--- config.mk ---
export PLATFORM = sky130hd
export DESIGN_NAME = hazard_ctrl
export DESIGN_NICKNAME = d
export VERILOG_FILES = /design/src/rtl/cpu_pkg.sv /design/src/rtl/hazard_ctrl_sb_match.sv /design/src/rtl/hazard_ctrl.sv
export SDC_FILE = /design/constraint.sdc
export NUM_CORES = 1
export LEC_CHECK = 0
export BUFFER_PORTS_ARGS = -buffer_cell sky130_fd_sc_hd__buf_2
export CAP_MARGIN = 10
export CORE_UTILIZATION = 47
export CTS_CLUSTER_DIAMETER = 40
export DETAILED_ROUTE_END_ITERATION = 8
export HOLD_SLACK_MARGIN = 0.03
export PLACE_DENSITY = 0.74
export SYNTH_ARGS = -nofsm -noshare
export SYNTH_HDL_FRONTEND = slang
export SYNTH_SLANG_ARGS = --single-unit
--- constraint.sdc ---
create_clock -name clk -period 2.1 [get_ports clk]
set_input_delay 0.42 -clock clk [delete_from_list [all_inputs] [get_ports clk]]
set_output_delay 0.42 -clock clk [all_outputs]
set_load 0.05 [all_outputs]
--- src/rtl/cpu_pkg.sv ---
// Shared definitions for the five-stage CPU pipeline control:
// register-address width, scoreboard entry layout and counter helpers.
package cpu_pkg;

    localparam int REG_ADDR_W = 4;
    localparam int SB_DEPTH   = 3;
    localparam int CNT_W      = 16;

    // One in-flight destination: slot occupied, writes a register, which one.
    typedef struct packed {
        logic                  valid;
        logic                  wen;
        logic [REG_ADDR_W-1:0] waddr;
    } sb_entry_t;

    localparam sb_entry_t SB_EMPTY = '{valid: 1'b0, wen: 1'b0, waddr: {REG_ADDR_W{1'b0}}};

    // Increment that sticks at all-ones instead of wrapping.
    function automatic logic [CNT_W-1:0] sat_inc(input logic [CNT_W-1:0] v);
        logic [CNT_W-1:0] r;
        if (v == {CNT_W{1'b1}}) begin
            r = v;
        end else begin
            r = v + {{(CNT_W-1){1'b0}}, 1'b1};
        end
        return r;
    endfunction

endpackage

--- src/rtl/hazard_ctrl_sb_match.sv ---
// Compares one ID-stage source register against every scoreboard entry
// and flags a read-after-write hazard.
module sb_match
    import cpu_pkg::*;
#(
    parameter bit WB_BYPASS = 1'b1,
    parameter bit R0_ZERO   = 1'b1
) (
    input  logic                            i_src_used,
    input  logic [REG_ADDR_W-1:0]           i_src_addr,
    input  sb_entry_t [SB_DEPTH-1:0]        i_sb,
    output logic                            o_hazard
);

    logic w_hit;
    logic w_src_live;

    // Look for a pending writer of the source; the oldest (WB) slot is
    // skipped when the register file forwards same-cycle writes.
    always_comb begin
        w_hit = 1'b0;
        for (int k = 0; k < SB_DEPTH; k++) begin
            if (i_sb[k].valid && i_sb[k].wen && (i_sb[k].waddr == i_src_addr) &&
                ((k != (SB_DEPTH - 1)) || !WB_BYPASS)) begin
                w_hit = 1'b1;
            end else begin
                w_hit = w_hit;
            end
        end
    end

    // A source only matters if it is read and is not the hard-wired zero register.
    always_comb begin
        w_src_live = i_src_used;
        if (R0_ZERO && (i_src_addr == {REG_ADDR_W{1'b0}})) begin
            w_src_live = 1'b0;
        end else begin
            w_src_live = i_src_used;
        end
    end

    assign o_hazard = w_src_live & w_hit;

endmodule

--- src/rtl/hazard_ctrl.sv ---
// Pipeline interlock and flush controller: tracks in-flight destinations,
// stalls IF/ID on RAW hazards, squashes wrong-path work on taken branches
// and drains the pipeline on a debug halt.
module hazard_ctrl
    import cpu_pkg::*;
#(
    parameter bit WB_BYPASS = 1'b1,
    parameter bit R0_ZERO   = 1'b1
) (
    input  logic        clk,
    input  logic        rst,
    input  logic        id_valid,
    input  logic [3:0]  id_raddr1,
    input  logic        id_raddr1_used,
    input  logic [3:0]  id_raddr2,
    input  logic        id_raddr2_used,
    input  logic        id_reg_wen,
    input  logic [3:0]  id_waddr,
    input  logic        branch_taken,
    input  logic        dbg_halt,
    output logic        pc_wen,
    output logic        ifid_wen,
    output logic        ifid_flush,
    output logic        idexe_bubble,
    output logic        stall,
    output logic        halted,
    output logic [15:0] stall_cycles,
    output logic [15:0] flush_events
);

    sb_entry_t                r_sb_exe;
    sb_entry_t                r_sb_mem;
    sb_entry_t                r_sb_wb;
    sb_entry_t [SB_DEPTH-1:0] w_sb;
    logic                     w_hazard1;
    logic                     w_hazard2;
    logic                     w_stall;
    logic                     w_issue;
    logic [CNT_W-1:0]         r_stall_cycles;
    logic [CNT_W-1:0]         r_flush_events;

    // Index 0 is the youngest (EXE) entry, index 2 the oldest (WB).
    assign w_sb = {r_sb_wb, r_sb_mem, r_sb_exe};

    sb_match #(.WB_BYPASS(WB_BYPASS), .R0_ZERO(R0_ZERO)) u_match1 (
        .i_src_used (id_raddr1_used),
        .i_src_addr (id_raddr1),
        .i_sb       (w_sb),
        .o_hazard   (w_hazard1)
    );

    sb_match #(.WB_BYPASS(WB_BYPASS), .R0_ZERO(R0_ZERO)) u_match2 (
        .i_src_used (id_raddr2_used),
        .i_src_addr (id_raddr2),
        .i_sb       (w_sb),
        .o_hazard   (w_hazard2)
    );

    // A taken branch kills the ID instruction, so it can never be stalled.
    assign w_stall = id_valid & (w_hazard1 | w_hazard2) & ~branch_taken;
    assign w_issue = id_valid & ~w_stall & ~branch_taken & ~dbg_halt;

    assign stall        = w_stall;
    assign halted       = dbg_halt & ~r_sb_exe.valid & ~r_sb_mem.valid & ~r_sb_wb.valid;
    assign stall_cycles = r_stall_cycles;
    assign flush_events = r_flush_events;

    // Pipeline register controls in priority order: reset, branch, hold, run.
    always_comb begin
        pc_wen       = 1'b1;
        ifid_wen     = 1'b1;
        ifid_flush   = 1'b0;
        idexe_bubble = 1'b0;
        if (rst) begin
            pc_wen       = 1'b0;
            ifid_wen     = 1'b0;
            ifid_flush   = 1'b1;
            idexe_bubble = 1'b1;
        end else if (branch_taken) begin
            // IF/ID must load so the flush NOP actually lands there.
            pc_wen       = 1'b1;
            ifid_wen     = 1'b1;
            ifid_flush   = 1'b1;
            idexe_bubble = 1'b1;
        end else if (w_stall || dbg_halt) begin
            pc_wen       = 1'b0;
            ifid_wen     = 1'b0;
            ifid_flush   = 1'b0;
            idexe_bubble = 1'b1;
        end else begin
            pc_wen       = 1'b1;
            ifid_wen     = 1'b1;
            ifid_flush   = 1'b0;
            idexe_bubble = 1'b0;
        end
    end

    // Scoreboard shift: issued instructions enter EXE, bubbles enter as empty slots.
    always_ff @(posedge clk) begin
        if (rst) begin
            r_sb_exe <= SB_EMPTY;
            r_sb_mem <= SB_EMPTY;
            r_sb_wb  <= SB_EMPTY;
        end else begin
            r_sb_wb  <= r_sb_mem;
            r_sb_mem <= r_sb_exe;
            if (w_issue) begin
                r_sb_exe <= '{valid: 1'b1, wen: id_reg_wen, waddr: id_waddr};
            end else begin
                r_sb_exe <= SB_EMPTY;
            end
        end
    end

    // Saturating event counters for stall cycles and branch flushes.
    always_ff @(posedge clk) begin
        if (rst) begin
            r_stall_cycles <= {CNT_W{1'b0}};
            r_flush_events <= {CNT_W{1'b0}};
        end else begin
            if (w_stall) begin
                r_stall_cycles <= sat_inc(r_stall_cycles);
            end else begin
                r_stall_cycles <= r_stall_cycles;
            end
            if (branch_taken) begin
                r_flush_events <= sat_inc(r_flush_events);
            end else begin
                r_flush_events <= r_flush_events;
            end
        end
    end

endmodule

==> flow_summary.rst, run 1 <==
.. list-table::
   :header-rows: 1

   * - Metric
     - Value
   * - Clock power share
     - 0.332
   * - Highest achievable clock rate
     - roughly 440 MHz
   * - Ordered cell list for the critical path
     - xor2_1 > nor3_1 > nand4_1 > a21oi_2 > o21ai_2 > a21oi_2 > nor2_4 > buf_6
   * - Via count of the first global-routing pass
     - roughly 2000
   * - Final clock period utilization by the worst path
     - 1.07
   * - Height of the die
     - 70.0 µm
   * - CP startpoint kind
     - register
   * - Avg Vias per Cell
     - ~5.2
   * - Global-route wire length before repair
     - between 8 and 9 mm
   * - Number of buffers inserted during clock tree synthesis
     - 5
   * - Full die area
     - about 5000 µm²
   * - Setup slack after layout
     - -153 ps
   * - Switching power
     - roughly 0.00038 W
   * - Actual slew at the worst max-slew pin
     - approximately 390 ps
   * - Category of the worst setup path capture point
     - primary output
   * - Largest stage delay on the critical path
     - between 300 and 400 ps
   * - Post-detailed-route count of antenna-violating nets
     - 0
   * - Start point of the worst hold path
     - id_waddr[3]
   * - Reg-to-reg endpoint
     - stall_cycles[5]
   * - Final setup TNS
     - -539 ps
   * - Internal power
     - roughly 0.0012 W
   * - Count of inserted antenna diode cells
     - 0
   * - Clock transition time at the flip-flop clock pins of the worst setup and hold paths
     - about 80 ps
   * - Category of cells accounting for the largest share of critical-path delay
     - compound AO/OA/AOI/OAI gates
   * - Post-synthesis area per instance
     - roughly 8.7 µm²
   * - Final layout net count
     - around 350
   * - Average wire per cell in the routed design
     - 13.2 µm
   * - CP arrival
     - between 1500 and 2000 ps
   * - Sum of routed wire length over all layers
     - approximately 5 mm
   * - Reg-to-reg startpoint
     - r_sb_mem[0]
   * - Number of vias after detailed routing
     - between 2000 and 2500
   * - Number of synthesized register bits
     - 45
   * - Initial Util
     - 0.493
   * - Combinational fraction of design power
     - 0.106
   * - Number of port buffers
     - 57
   * - Flop-to-flop setup slack
     - roughly 10 ps
   * - Num rows
     - 24
   * - Violated checks
     - negative setup slack
   * - Number of primary I/O pins
     - 58
   * - Relative slew slack
     - 0.736
   * - Critical path start-end classification
     - reg2out
   * - Unrepaired setup endpoints after global routing
     - yes
   * - Drt first-iter violations
     - 90
   * - Leakage power total
     - about 1.3 nW
   * - Power density over the cells
     - around 520 nW/µm²
   * - CTS tree
     - built
   * - Number of buffers inserted by hold repair at cts
     - 0
   * - Most frequent standard cell in the layout excluding fill and tap cells
     - sky130_fd_sc_hd__buf_2
   * - Final standard cell area without fillers
     - between 2000 and 3000 µm²
   * - Relative area change from synthesis to final layout
     - 35.0%
   * - Net count of the mapped netlist
     - between 200 and 300
   * - Buffers from clock root to sink, at most
     - 2
   * - Setup clock skew after layout
     - around 4.7 ps
   * - Total number of H-tree levels
     - 2
   * - Total DRC errors in the routed layout
     - 0
   * - Fraction of layout cells with a size suffix above 1
     - 0.430
   * - Core area
     - 4410 µm²
   * - Worst slack, placed
     - -210 ps
   * - Half-perimeter wire length after placement
     - between 3 and 4 mm
   * - Run status
     - finished, violations left
   * - Length in cells of the worst reg-to-reg path
     - 8
   * - Number of max-cap violations
     - 0
   * - Synthesized area
     - around 2200 µm²
   * - Final setup violation count
     - 4
   * - Distinct cells, synth
     - 41
   * - Minimum clock period after layout
     - between 2000 and 2500 ps
   * - Total routing resource utilization after global routing
     - 0.209
   * - Initial antenna violation count
     - 0
   * - Post-synth EDFFs
     - 0
   * - Detailed-router iteration count before antenna repair
     - 4
   * - Pin count of the biggest net entering global routing
     - 30
   * - Clk_lat worst skew
     - between 200 and 300 ps
   * - Die width
     - ~70 µm
   * - Largest voltage drop on the vdd net
     - around 0.4 mV
   * - Sink Count
     - 45
   * - Global route overflow
     - 0
   * - Worst endpoint required time
     - about 1700 ps
   * - Switching part of the total power
     - 0.248
   * - Maximum fanout along the worst path
     - 3
   * - CP bufs+invs
     - 1
   * - Sequential cell area fraction in the yosys report
     - 0.414
   * - Min-Delay Path Class
     - in2reg
   * - Yosys Warn Count
     - 0
   * - Sequential share of power
     - 0.562
   * - Crit path max-delay cell type
     - sky130_fd_sc_hd__dfxtp_2
   * - Final hold violations
     - 0
   * - Post-DP Area
     - approximately 2700 µm²
   * - Gp weighted congestion
     - 0.837
   * - Fraction of registers with async set or reset after synthesis
     - 0
   * - CTS Root Cell
     - sky130_fd_sc_hd__clkbuf_8
   * - Top library cells by usage in the layout, fill and taps aside
     - sky130_fd_sc_hd__buf_2, sky130_fd_sc_hd__nor2_1, sky130_fd_sc_hd__buf_4
   * - Top cell by count, worst path
     - sky130_fd_sc_hd__a21oi_2
   * - Cell count of the worst hold path
     - 2
   * - Hold worst-path end
     - r_sb_exe[3]
   * - Leading register cell type out of synthesis
     - sky130_fd_sc_hd__dfxtp_1
   * - Number of cells produced by synthesis
     - 250
   * - Filler Cells Inserted
     - 380
   * - Max-slew violations
     - 0
-- sequential cells by signal (all words and copies together) (netlist names) --
signal and flops:
flush_events 16, r_sb_exe 6, r_sb_mem 6, r_sb_wb 1
stall_cycles 16
-- worst max path at each step --
stage / slack [ps] / to / start / depth (start not counted)
5_1_grt: -240 / pc_wen / r_sb_exe[2] / 8
3_5_place_dp: -210 / stall_cycles[5] / id_raddr2[0] / 9
6_report: -150 / pc_wen / r_sb_mem[0] / 8
4_1_cts: -160 / ifid_wen / r_sb_mem[2] / 8
2_1_floorplan: -200 / pc_wen / id_raddr2[0] / 7
3_3_place_gp: -180 / stall_cycles[5] / id_raddr2[0] / 9
-- synth_stat cells, drive strengths merged (7+ instances only) --
cell type | instances | area, µm²
nand3 | 7 | 35.0
nor2b | 13 | 81.3
nand4 | 10 | 62.6
nor3 | 9 | 45.0
nand2 | 15 | 56.3
xor2 | 22 | 193
xnor2 | 7 | 61.3
dfxtp | 45 | 901
a21oi | 11 | 55.1
mux2 | 7 | 78.8
inv | 7 | 26.3
nor2 | 32 | 120
-- per-stage QoR --
step           hold slack (ps)  total power, W  utilization  instances
3_3_place_gp               482         0.00104        0.615        370
2_1_floorplan              461        0.000979            -        250
3_5_place_dp               487         0.00104        0.615        370
6_report                   320         0.00154        0.665        382
4_1_cts                    316         0.00156        0.648        380
5_1_grt                    322         0.00160        0.665        382
-- cells by family after synthesis --
group	after synthesis	share of synthesized area
adder cells (fa/ha/maj)	2	0.0115
XOR/XNOR	29	0.117
multiplexers	9	0.0455
AO/OA/AOI/OAI	31	0.0944
buffers and inverters	16	0.0334
AND/OR/NAND/NOR	118	0.284
flip-flops	45	0.414
-- repair_timing --
action | in CTS | in global routing
setup endpoints to repair | 5 | 15
pin swaps | 6 | 8
setup buffers | 3 | 2
cloned | 0 | 0
gates resized for setup | 16 | 15
-- routing by layer --
layer,GRT usage,wire [µm]
met1,0.244,2160
met2,0.369,2560
met3,0.0505,253
met4,0.0756,78
met5,0,0
-- cell type report --
| type | count | area (µm²) | area share |
|---|---|---|---|
| clock buffers | 8 | 80.1 | 0.0273 |
| inverters | 7 | 26.3 | 0.00895 |
| multi-input cells | 189 | 1330 | 0.452 |
| flip-flops and latches | 45 | 940 | 0.320 |
| well taps | 52 | 65.1 | 0.0222 |
| repair buffers | 81 | 498 | 0.170 |
-- power groups by stage --
stage	combinational, W	sequential [W]	clock, W
2_1_floorplan	0.0000816	0.000897	0
3_3_place_gp	0.000153	0.000885	0
3_5_place_dp	0.000155	0.000885	0
4_1_cts	0.000162	0.000864	0.000530
5_1_grt	0.000175	0.000866	0.000557
6_report	0.000163	0.000865	0.000511
Note: power is estimated with default switching activity, not from simulation.
==> inputs of run 2 (changes only) <==
CTS_BUF_LIST = sky130_fd_sc_hd__clkbuf_8 sky130_fd_sc_hd__clkbuf_16   (was default)
GPL_ROUTABILITY_DRIVEN = 0   (was default)
==> flow_summary.rst, run 2 (synthesis gave the netlist of run 1 again) <==
.. list-table::
   :header-rows: 1

   * - Metric
     - Value
   * - Initial Util
     - 0.493 (unchanged)
   * - CTS tree
     - built
   * - CP arrival
     - 1830 ps (about the same)
   * - Worst endpoint required time
     - 1680 ps (about the same)
   * - Number of primary I/O pins
     - 58 (unchanged)
   * - Final hold violations
     - 0 (unchanged)
   * - Count of inserted antenna diode cells
     - 0 (unchanged)
   * - Relative area change from synthesis to final layout
     - 35.0% (unchanged)
   * - Power density over the cells
     - 520 nW/µm² (-0.84%)
   * - Average wire per cell in the routed design
     - 13.3 µm (+0.26%)
   * - Category of cells accounting for the largest share of critical-path delay
     - compound AO/OA/AOI/OAI gates
   * - Start point of the worst hold path
     - id_waddr[3]
   * - Via count of the first global-routing pass
     - 1957 (unchanged)
   * - Unrepaired setup endpoints after global routing
     - yes
   * - Beginning of the critical path
     - r_sb_mem[0]
   * - Total routing resource utilization after global routing
     - 0.209 (unchanged)
   * - Number of port buffers
     - 57 (unchanged)
   * - Final setup violation count
     - 4 (unchanged)
   * - Run status
     - finished, violations left
   * - Global-route wire length before repair
     - 8.23 mm (unchanged)
   * - Number of buffers inserted during clock tree synthesis
     - 5 (unchanged)
   * - Drt first-iter violations
     - 85 (-5.6%)
   * - Overall power consumption
     - 0.00153 W (-0.84%)
   * - CP bufs+invs
     - 1 (unchanged)
   * - Buffers from clock root to sink, at most
     - 2 (unchanged)
   * - Reg-to-reg startpoint
     - r_sb_mem[0]
   * - Num rows
     - 24 (unchanged)
   * - Minimum clock period after layout
     - 2250 ps (+0.0390 ps)
   * - Leakage power total
     - 1.26 nW (+0.99%)
   * - Sink Count
     - 45 (unchanged)
   * - Maximum fanout along the worst path
     - 3 (unchanged)
   * - Ordered cell list for the critical path
     - xor2_1 > nor3_1 > nand4_1 > a21oi_2 > o21ai_2 > a21oi_2 > nor2_4 > buf_6
   * - Setup slack after layout
     - -153 ps (-0.0390 ps)
   * - Sum of routed wire length over all layers
     - 5.07 mm (+0.26%)
   * - Initial antenna violation count
     - 0 (unchanged)
   * - Total number of H-tree levels
     - 2 (unchanged)
   * - Total DRC errors in the routed layout
     - 0 (unchanged)
   * - Top cell by count, worst path
     - sky130_fd_sc_hd__a21oi_2
   * - Cell count of the worst hold path
     - 2 (unchanged)
   * - Final clock period utilization by the worst path
     - 1.07 (about the same)
   * - Most frequent standard cell in the layout excluding fill and tap cells
     - sky130_fd_sc_hd__buf_2
   * - Number of vias after detailed routing
     - 2015 (+0.65%)
   * - Min-Delay Path Class
     - in2reg
   * - CP startpoint kind
     - register
   * - Category of the worst setup path capture point
     - primary output
   * - Highest achievable clock rate
     - 444 MHz (about the same)
   * - CTS Root Cell
     - sky130_fd_sc_hd__clkbuf_8
   * - Final layout net count
     - 351 (unchanged)
   * - Min Hold Slack
     - 319 ps (-1.18 ps)
   * - Global route overflow
     - 0 (unchanged)
   * - Largest voltage drop on the vdd net
     - 0.400 mV (+0.17%)
   * - Die width
     - 70.0 µm (unchanged)
   * - Full die area
     - 4900 µm² (unchanged)
   * - Max-slew violations
     - 0 (unchanged)
   * - Core area
     - 4410 µm² (unchanged)
   * - Clock transition time at the flip-flop clock pins of the worst setup and hold paths
     - 80 ps (about the same)
   * - Top library cells by usage in the layout, fill and taps aside
     - sky130_fd_sc_hd__buf_2, sky130_fd_sc_hd__nor2_1, sky130_fd_sc_hd__buf_4
   * - Avg Vias per Cell
     - 5.27 (+0.65%)
   * - Critical path start-end classification
     - reg2out
   * - Post-detailed-route count of antenna-violating nets
     - 0 (unchanged)
   * - Crit path max-delay cell type
     - sky130_fd_sc_hd__dfxtp_2
   * - Pin count of the biggest net entering global routing
     - 30 (unchanged)
   * - Relative slew slack
     - 0.736 (about the same)
   * - Fraction of layout cells with a size suffix above 1
     - 0.430 (unchanged)
   * - Largest stage delay on the critical path
     - 340 ps (about the same)
   * - Length in cells of the worst reg-to-reg path
     - 8 (unchanged)
   * - Actual slew at the worst max-slew pin
     - 390 ps (-0.152 ps)
   * - Path length in cells of the critical path
     - 8 (unchanged)
   * - Height of the die
     - 70.0 µm (unchanged)
   * - Setup clock skew after layout
     - 5.87 ps (+1.21 ps)
   * - Number of max-cap violations
     - 0 (unchanged)
   * - Clk_lat worst skew
     - 290 ps (about the same)
   * - Violated checks
     - negative setup slack
   * - Half-perimeter wire length after placement
     - 3.69 mm (unchanged)
   * - Detailed-router iteration count before antenna repair
     - 4 (unchanged)
## run 2: worst paths after layout
| check | end | slack, ps |
|---|---|---|
| worst max-delay path | pc_wen | -150 |
| worst min-delay path | r_sb_exe[3] | 320 |
| worst max register to register | stall_cycles[5] | 10 |
| worst min register to register | stall_cycles[1] | 490 |
## run 2: what timing repair did
item,CTS,global route
hold endpoints to repair,0,0
buffers inserted,3,2
pin swaps,6,8
setup endpoints to repair,5,15
gates resized for setup,16,15
hold buffers,0,0
## run 2: metrics by stage
stage | cells | TNS, ps | instance area [µm²] | setup WS [ps] | util
3_3_place_gp | 370 | -1650 | 2710 | -183 | 0.615
5_1_grt | 382 | -1440 | 2940 | -245 | 0.665
3_5_place_dp | 370 | -1850 | 2710 | -210 | 0.615
6_report | 382 | -545 | 2940 | -153 | 0.665
4_1_cts | 380 | -554 | 2860 | -160 | 0.648
2_1_floorplan | 250 | -219 | 2270 | -205 | -
## run 2: layout make-up
class / instances / area (µm²)
inverter: 7 / 26.3
sequential: 45 / 940
tap: 52 / 65.1
clock buffer: 5 / 68.8
multi-input combinational: 189 / 1330
clock inverter: 3 / 11.3
fill: 380 / 1480
timing repair buffer: 81 / 498
## run 2: routing by layer
layer | vias up | wire length [µm] | part of all wire | track usage
li1 | 1029 | - | - | -
met1 | 919 | 2190 | 0.43 | 0.244
met2 | 57 | 2540 | 0.50 | 0.369
met3 | 10 | 251 | 0.050 | 0.0505
met4 | 0 | 88 | 0.017 | 0.0756
met5 | - | 0 | 0 | 0
## run 2: power breakdown
group          internal [W]  total [W]  switching (W)
Clock              0.000222   0.000498       0.000276
Sequential         0.000855   0.000865     0.00000967
Combinational     0.0000659   0.000163      0.0000970
Total               0.00114    0.00153       0.000382
## run 2: worst register-to-register path: stages, from the launching register on
cell                      delay [ps]
sky130_fd_sc_hd__dfxtp_2         340
sky130_fd_sc_hd__xor2_1          160
sky130_fd_sc_hd__nor3_1          210
sky130_fd_sc_hd__nand4_1         140
sky130_fd_sc_hd__a21oi_2         200
sky130_fd_sc_hd__o21ai_2         100
sky130_fd_sc_hd__buf_4           210
sky130_fd_sc_hd__nor4_4          290
sky130_fd_sc_hd__mux2_2          350
